--- config.mk ---
export PLATFORM = sky130hd
export DESIGN_NAME = exmem_pipe_reg
export DESIGN_NICKNAME = d
export VERILOG_FILES = /design/src/rtl/exmem_pipe_reg.sv
export SDC_FILE = /design/constraint.sdc
export NUM_CORES = 1
export LEC_CHECK = 0
export ABC_AREA = 1
export CAP_MARGIN = 0
export CELL_PAD_IN_SITES_DETAIL_PLACEMENT = 1
export CELL_PAD_IN_SITES_GLOBAL_PLACEMENT = 1
export CORE_MARGIN = 3
export CORE_UTILIZATION = 30
export DETAILED_ROUTE_END_ITERATION = 10
export GPL_TIMING_DRIVEN = 0
export PLACE_DENSITY_LB_ADDON = 0.1
export SLEW_MARGIN = 20
export SYNTH_ARGS = -nofsm -noshare
export SYNTH_HDL_FRONTEND = slang
export SYNTH_SLANG_ARGS = --single-unit
--- constraint.sdc ---
create_clock -name clock -period 2 [get_ports clock]
set_clock_uncertainty 0.1 [all_clocks]
set_input_delay 0.6 -clock clock [delete_from_list [all_inputs] [get_ports clock]]
set_output_delay 0.6 -clock clock [all_outputs]
set_load 0.02 [all_outputs]
--- src/rtl/exmem_pipe_reg.sv ---
// exmem_pipe_reg: EX/MEM stage register, valid/ready handshake,
// optional 2-entry skid buffer, synchronous flush, control squash.
// Ports: clock, reset_n (async low), flush; in_valid/in_ready + in_*
// fields from EX; out_valid/out_ready + out_* fields to MEM;
// occupancy = entries held (0..2).
module exmem_pipe_reg #(
  parameter int DATA_W         = 32,
  parameter int REG_W          = 5,
  parameter int SKID           = 1,
  parameter int ZERO_REG_GUARD = 1
) (
  input  logic              clock,
  input  logic              reset_n,
  input  logic              flush,
  input  logic              in_valid,
  output logic              in_ready,
  input  logic              in_zero,
  input  logic              in_lt,
  input  logic              in_gt,
  input  logic              in_branch,
  input  logic              in_mem_write,
  input  logic              in_mem_read,
  input  logic              in_mem_to_reg,
  input  logic              in_reg_write,
  input  logic [DATA_W-1:0] in_alu_result,
  input  logic [DATA_W-1:0] in_add_result,
  input  logic [DATA_W-1:0] in_store_data,
  input  logic [REG_W-1:0]  in_write_reg,
  output logic              out_valid,
  input  logic              out_ready,
  output logic              out_zero,
  output logic              out_lt,
  output logic              out_gt,
  output logic              out_branch,
  output logic              out_mem_write,
  output logic              out_mem_read,
  output logic              out_mem_to_reg,
  output logic              out_reg_write,
  output logic [DATA_W-1:0] out_alu_result,
  output logic [DATA_W-1:0] out_add_result,
  output logic [DATA_W-1:0] out_store_data,
  output logic [REG_W-1:0]  out_write_reg,
  output logic [1:0]        occupancy
);

  typedef struct packed {
    logic              zero;
    logic              lt;
    logic              gt;
    logic              branch;
    logic              mem_write;
    logic              mem_read;
    logic              mem_to_reg;
    logic              reg_write;
    logic [DATA_W-1:0] alu;
    logic [DATA_W-1:0] add;
    logic [DATA_W-1:0] st;
    logic [REG_W-1:0]  wreg;
  } ent_t;

  typedef enum logic [1:0] {
    EMPTY = 2'd0,
    ONE   = 2'd1,
    FULL  = 2'd2
  } st_t;

  st_t  state_q;
  st_t  state_d;
  logic rdy_q;
  ent_t din;
  ent_t main_q;
  ent_t skid_q;
  logic in_fire;
  logic out_fire;
  logic ld_main_in;
  logic ld_main_skid;
  logic ld_skid;

  assign din = '{
    zero:       in_zero,
    lt:         in_lt,
    gt:         in_gt,
    branch:     in_branch,
    mem_write:  in_mem_write,
    mem_read:   in_mem_read,
    mem_to_reg: in_mem_to_reg,
    reg_write:  in_reg_write,
    alu:        in_alu_result,
    add:        in_add_result,
    st:         in_store_data,
    wreg:       in_write_reg
  };

  assign in_fire  = in_valid & in_ready;
  assign out_fire = out_valid & out_ready;

  // rdy_q tracks "next state is not FULL" so in_ready is a flop output
  always_ff @(posedge clock or negedge reset_n) begin
    if (!reset_n) begin
      state_q <= EMPTY;
      rdy_q   <= 1'b1;
    end else begin
      state_q <= state_d;
      rdy_q   <= (state_d != FULL);
    end
  end

  always_comb begin
    state_d      = state_q;
    ld_main_in   = 1'b0;
    ld_main_skid = 1'b0;
    ld_skid      = 1'b0;
    if (flush) begin
      state_d = EMPTY;
    end else begin
      unique case (1'b1)
        (state_q == EMPTY): begin
          if (in_fire) begin
            state_d    = ONE;
            ld_main_in = 1'b1;
          end
        end
        (state_q == ONE): begin
          if (in_fire && out_fire) begin
            ld_main_in = 1'b1;
          end else if (in_fire) begin
            state_d = FULL;
            ld_skid = 1'b1;
          end else if (out_fire) begin
            state_d = EMPTY;
          end
        end
        (state_q == FULL): begin
          if (out_fire) begin
            state_d      = ONE;
            ld_main_skid = 1'b1;
          end
        end
        default: state_d = EMPTY;
      endcase
    end
  end

  always_comb begin
    out_valid = (state_q != EMPTY);
    occupancy = state_q;
    if (SKID != 0) begin
      in_ready = rdy_q;
    end else begin
      in_ready = !out_valid || out_ready;
    end
    out_branch    = out_valid & main_q.branch;
    out_mem_write = out_valid & main_q.mem_write;
    out_mem_read  = out_valid & main_q.mem_read;
    out_reg_write = out_valid & main_q.reg_write;
    if (ZERO_REG_GUARD != 0 && main_q.wreg == '0) begin
      out_reg_write = 1'b0;
    end
  end

  always_ff @(posedge clock or negedge reset_n) begin
    if (!reset_n) begin
      main_q <= '0;
      skid_q <= '0;
    end else begin
      if (ld_main_in) begin
        main_q <= din;
      end else if (ld_main_skid) begin
        main_q <= skid_q;
      end
      if (ld_skid) begin
        skid_q <= din;
      end
    end
  end

  assign out_zero       = main_q.zero;
  assign out_lt         = main_q.lt;
  assign out_gt         = main_q.gt;
  assign out_mem_to_reg = main_q.mem_to_reg;
  assign out_alu_result = main_q.alu;
  assign out_add_result = main_q.add;
  assign out_store_data = main_q.st;
  assign out_write_reg  = main_q.wreg;

endmodule

After elaboration in Yosys (flattened, before gate mapping)
Cells that the tools add are included.
- register bits after elaboration: 221
- input port bits: 114
- output and inout port bits: 113
- equality and inequality tests: 3
- mux-type cells: 20
- bitwise operators: 6
- reductions and logical operators: 5
- operator list (cell ; count):
    109-bit 2-to-1 mux ; 2
    2-bit 2-to-1 mux ; 6
    1-bit 2-to-1 mux ; 10
    1-bit bitwise AND ; 6
    2-bit one-hot mux with 3 select lines ; 1
    5-bit logical NOT ; 1
    2-bit nonzero test ; 2
    2-bit by 1-bit == test with 1-bit output (second input constant) ; 1
    2-bit == test (second input constant) ; 1
    2-bit logical NOT ; 1
    2-bit inequality test (second input constant) ; 1
    1-bit one-hot mux with 2 select lines ; 1
    1-bit logical AND ; 1

Logic depth before layout (Yosys ltp)
- depth in word-level cells: 8
- mapped depth: 9

Worst setup path after synthesis
OpenSTA, ideal clock, no wires.
- path kind: register to output
- from: register state_q[1] (netlist: occupancy[1])
- to: output out_reg_write
- data arrival time: 1039 ps
- path slack: 261 ps
- cell stages (with the launch flop): 5
- path buffers: 0
- path through: dfrtp_1 -> nor2_1 -> inv_1 -> nand3_1 -> inv_1
- longest elaborated chain between the ends: 3
- ends and longest elaborated chain (element ; line ; RTL):
    from (decl) ; 67 ; st_t state_q;
    from (signal assigned) ; 103 ; state_q <= state_d;
    2-bit nonzero test ; 145 ; out_valid = (state_q != EMPTY);
    named net out_valid ; 29 ; output logic out_valid,
    1-bit bitwise AND ; 155 ; out_reg_write = out_valid & main_q.reg_write;
    1-bit 2-to-1 mux ; 156 ; if (ZERO_REG_GUARD != 0 && main_q.wreg == '0) begin
    to (decl) ; 38 ; output logic out_reg_write,
The timed path passes the listed nets, and every way through them passes these cells.

Worst setup path in the final report
- from: register state_q[1] (netlist: occupancy[1])
- to: output out_reg_write
- longest elaborated chain between the ends: 3
- ends and longest elaborated chain (element ; line):
    2-bit nonzero test ; 145
    1-bit bitwise AND ; 155
    1-bit 2-to-1 mux ; 156
No other way between the ends.

==> results.py <==
metrics = {
    "timing": {
        "clock.fmax_ghz": 0.461,
        "relSlewSlack_pct": 64.4,
        "worst_slack_ns": -0.169,
        "drv_slew": 0,
        "hold_viol": 0,
        "worstMarginPinSlew_ns": 0.534,
        "min_period_ns": 2.17,
        "rsz0062_at_grt": "true",
        "finalCritPeriodShare_pct": 108,
        "setup_viol": 8,
    },
    "clocking": {
        "cts_sinks": 221,
        "ctsRootBufferMaster": "clkbuf_16",
        "cts_buffers": 28,
        "cts_tree": "built",
        "clkTransAtPathRegs_ns": 0.06,
        "clockBufferDepth": 3,
        "htreeDepth": 1,
        "clock_latency_ns": 0.54,
    },
    "global_route": {
        "grt-ovfl-total": 0,
        "grt_pass1_wl_mm": 59.7,
        "grt_max_degree": 66,
        "grt_pass1_vias": 10700,
        "globalRouteTotalUtil_pct": 18.9,
        "antenna_found_initial": 3,
    },
    "layout": {
        "drive_gt1_share_pct": 21.6,
        "fin_area_um2": 14800,
        "largest_reg_flops": 109,
        "nNetsFinal": 1816,
        "finish.utilization_pct": 41.1,
        "layout-area-overhead-vs-synth_pct": 33.2,
        "largest-register": "skid_q",
        "fill_cells": 4387,
    },
    "floorplan": {
        "rows": 69,
        "die_y_um": 198,
        "ios": 227,
        "dieArea_um2": 39400,
        "start_util_pct": 30.8,
        "coreArea_um2": 36000,
        "die_x_um": 198,
    },
    "worst_setup_path": {
        "worst_ep_required_time_ns": 1.30,
        "critPathMaxStageDelay_ns": 0.43,
        "startpoint_type": "flip-flop",
        "endpoint_kind": "primary output",
        "reg2reg_from": "in_ready",
        "r2r_slack_ns": 0.05,
        "cp_max_fo": 3,
        "r2r_end": "skid_q[5]",
        "cp_slowest_cell": "dfrtp_2",
        "critPathKind": "reg -> out",
        "path_cells": "nor2_4 -> inv_2 -> nand3_2 -> inv_2 -> buf_6",
        "arrival_ns": 1.47,
        "ff2ff_path_depth": 7,
        "cpMostUsedCell": "inv_2",
    },
    "synth": {
        "ys_seq_area_share_pct": 49.8,
        "synthDistinctLibCells": 18,
        "syn_inst": 1432,
        "ys_seq_elements": 221,
        "synth.top_cell.area_share_pct": 49.6,
        "synth_top_cell_by_area": "dfrtp_1",
        "syn_area_um2": 11100,
        "synth_fp_nets": 1546,
        "ys_top_cells_by_area": "dfrtp_1 50%, nand2_1 15%, inv_1 7.7%, buf_4 7.2%, nand4_1 6.2%",
        "yosys_warnings": 0,
        "avgSynthCellArea_um2": 7.75,
    },
    "outcome": {
        "status": "finished with violations",
        "violations": "negative setup slack",
    },
    "drt": {
        "first_iter_violations": 331,
        "ant_nets": 0,
        "viasPerCell": 4.63,
        "wl_per_cell_um": 17.1,
        "drtPass1Iterations": 4,
        "routed-via-count": 10100,
        "drc": 0,
        "wirelength_mm": 37.3,
    },
    "hold_path": {
        "min_to": "out_alu_result[24]",
        "min_from": "out_alu_result[24]",
        "hold_path_class": "reg -> reg",
        "hold_depth": 2,
    },
    "placement": {
        "port_buffers": 226,
        "gp_congestion": 0.754,
        "dp_hpwl_mm": 25.9,
        "dpl_cell_area_um2": 14000,
    },
    "pwr": {
        "leakage_nw": 8.20,
        "p_per_area_nw_per_um2": 1100,
        "ir_worst_vdd_mv": 0.616,
    },
    "run": {
        "max_cap_viol_count": 0,
    },
}
worst max-delay path: cells and delay by family, from the launching register on:
| family | cells | cell delay [ns] |
|---|---|---|
| flip-flops | 1 | 0.43 |
| buffers and inverters | 3 | 0.24 |
| AND/OR/NAND/NOR | 2 | 0.27 |
cell type report:
class	count	area, um^2	area share (%)
flip-flops and latches	221	5540	37.4
inverters	229	865	5.85
repair buffers	241	1980	13.4
multi-input cells	787	3550	24.0
plain buffers	194	1310	8.88
well taps	461	577	3.90
clock inverters	9	97.6	0.660
clock buffers	43	868	5.87
diodes	1	2.50	0.0169
cells in the final DEF (no fill, tap or decap), types with 19 or more instances in the layout:
master,instances
o21ai_0,92
o21ai_1,19
buf_4,113
clkdlybuf4s50_1,112
nand3_1,114
clkbuf_16,29
buf_6,19
dfrtp_1,217
nand4_1,110
nand2_1,439
inv_1,225
buf_2,132
clkbuf_2,29
synth_stat cells:
| master | count |
|---|---|
| inv_1 | 228 |
| buf_4 | 106 |
| buf_1 | 11 |
| nand4_1 | 110 |
| buf_6 | 2 |
| a21oi_1 | 1 |
| nor3_1 | 1 |
| nand2_2 | 1 |
| o21ai_1 | 19 |
| clkbuf_1 | 38 |
| dfrtp_1 | 220 |
| nor2_1 | 8 |
| nand3_1 | 116 |
| buf_2 | 38 |
| dfstp_2 | 1 |
| nand2_1 | 439 |
| o21ai_0 | 92 |
| inv_2 | 1 |
stage by stage:
stage	TNS (ns)	hold WS, ns	cells	setup slack [ns]	total power [mW]
6_report	-0.827	0.377	2186	-0.169	16.3
5_1_grt	-7.76	0.407	2186	-0.216	17.4
4_1_cts	-0.911	0.382	2180	-0.211	16.4
3_5_place_dp	-152.91	0.367	2122	-0.877	11.6
3_3_place_gp	-2366.54	0.366	2119	-10.09	11.5
2_1_floorplan	0	0.204	1432	0.261	9.38
worst max path at each step:
stage	start	endpoint	slack, ns	cells after the start
after global placement	reset_n	out_store_data[7]	-10.09	1
after CTS	occupancy[0]	out_mem_write	-0.21	4
after global routing	occupancy[1]	out_reg_write	-0.22	5
after floorplan	occupancy[1]	out_reg_write	0.26	4
final	occupancy[1]	out_reg_write	-0.17	5
after detailed placement	out_ready	out_add_result[22]	-0.88	10
power breakdown:
part | internal [mW] | total, mW | switching [mW]
logic | 2.14 | 4.77 | 2.62
registers | 5.63 | 6.28 | 0.649
clock network | 3.22 | 5.21 | 1.99
total | 11.0 | 16.3 | 5.26
cells by family (layout without fill, tap and decap cells):
family | Yosys count | count (layout) | share of synthesized area (%)
DFF | 221 | 221 | 49.8
buffers and inverters | 424 | 716 | 18.5
and+or+nand+nor | 675 | 675 | 26.6
AOI/OAI and AO/OA | 112 | 112 | 5.05
other | 0 | 1 | 0
repair_timing:
item / 4_1_cts / 5_1_grt
hold buffers: 2 / 0
pin swaps: 2 / 5
setup buffers: 4 / 5
cloned: 0 / 1
endpoints found under the setup margin: 295 / 190
endpoints found under the hold margin: 35 / 0
gates resized for setup: 505 / 61
metal layers:
layer,GRT usage (%),vias to the layer above,share of wire [%]
met5,0,-,0.062
met4,4.35,4,2.4
met3,2.79,47,4.5
met2,31.0,198,46
met1,26.7,4954,47
li1,-,4919,-
Note: power is estimated with default switching activity, not from simulation.
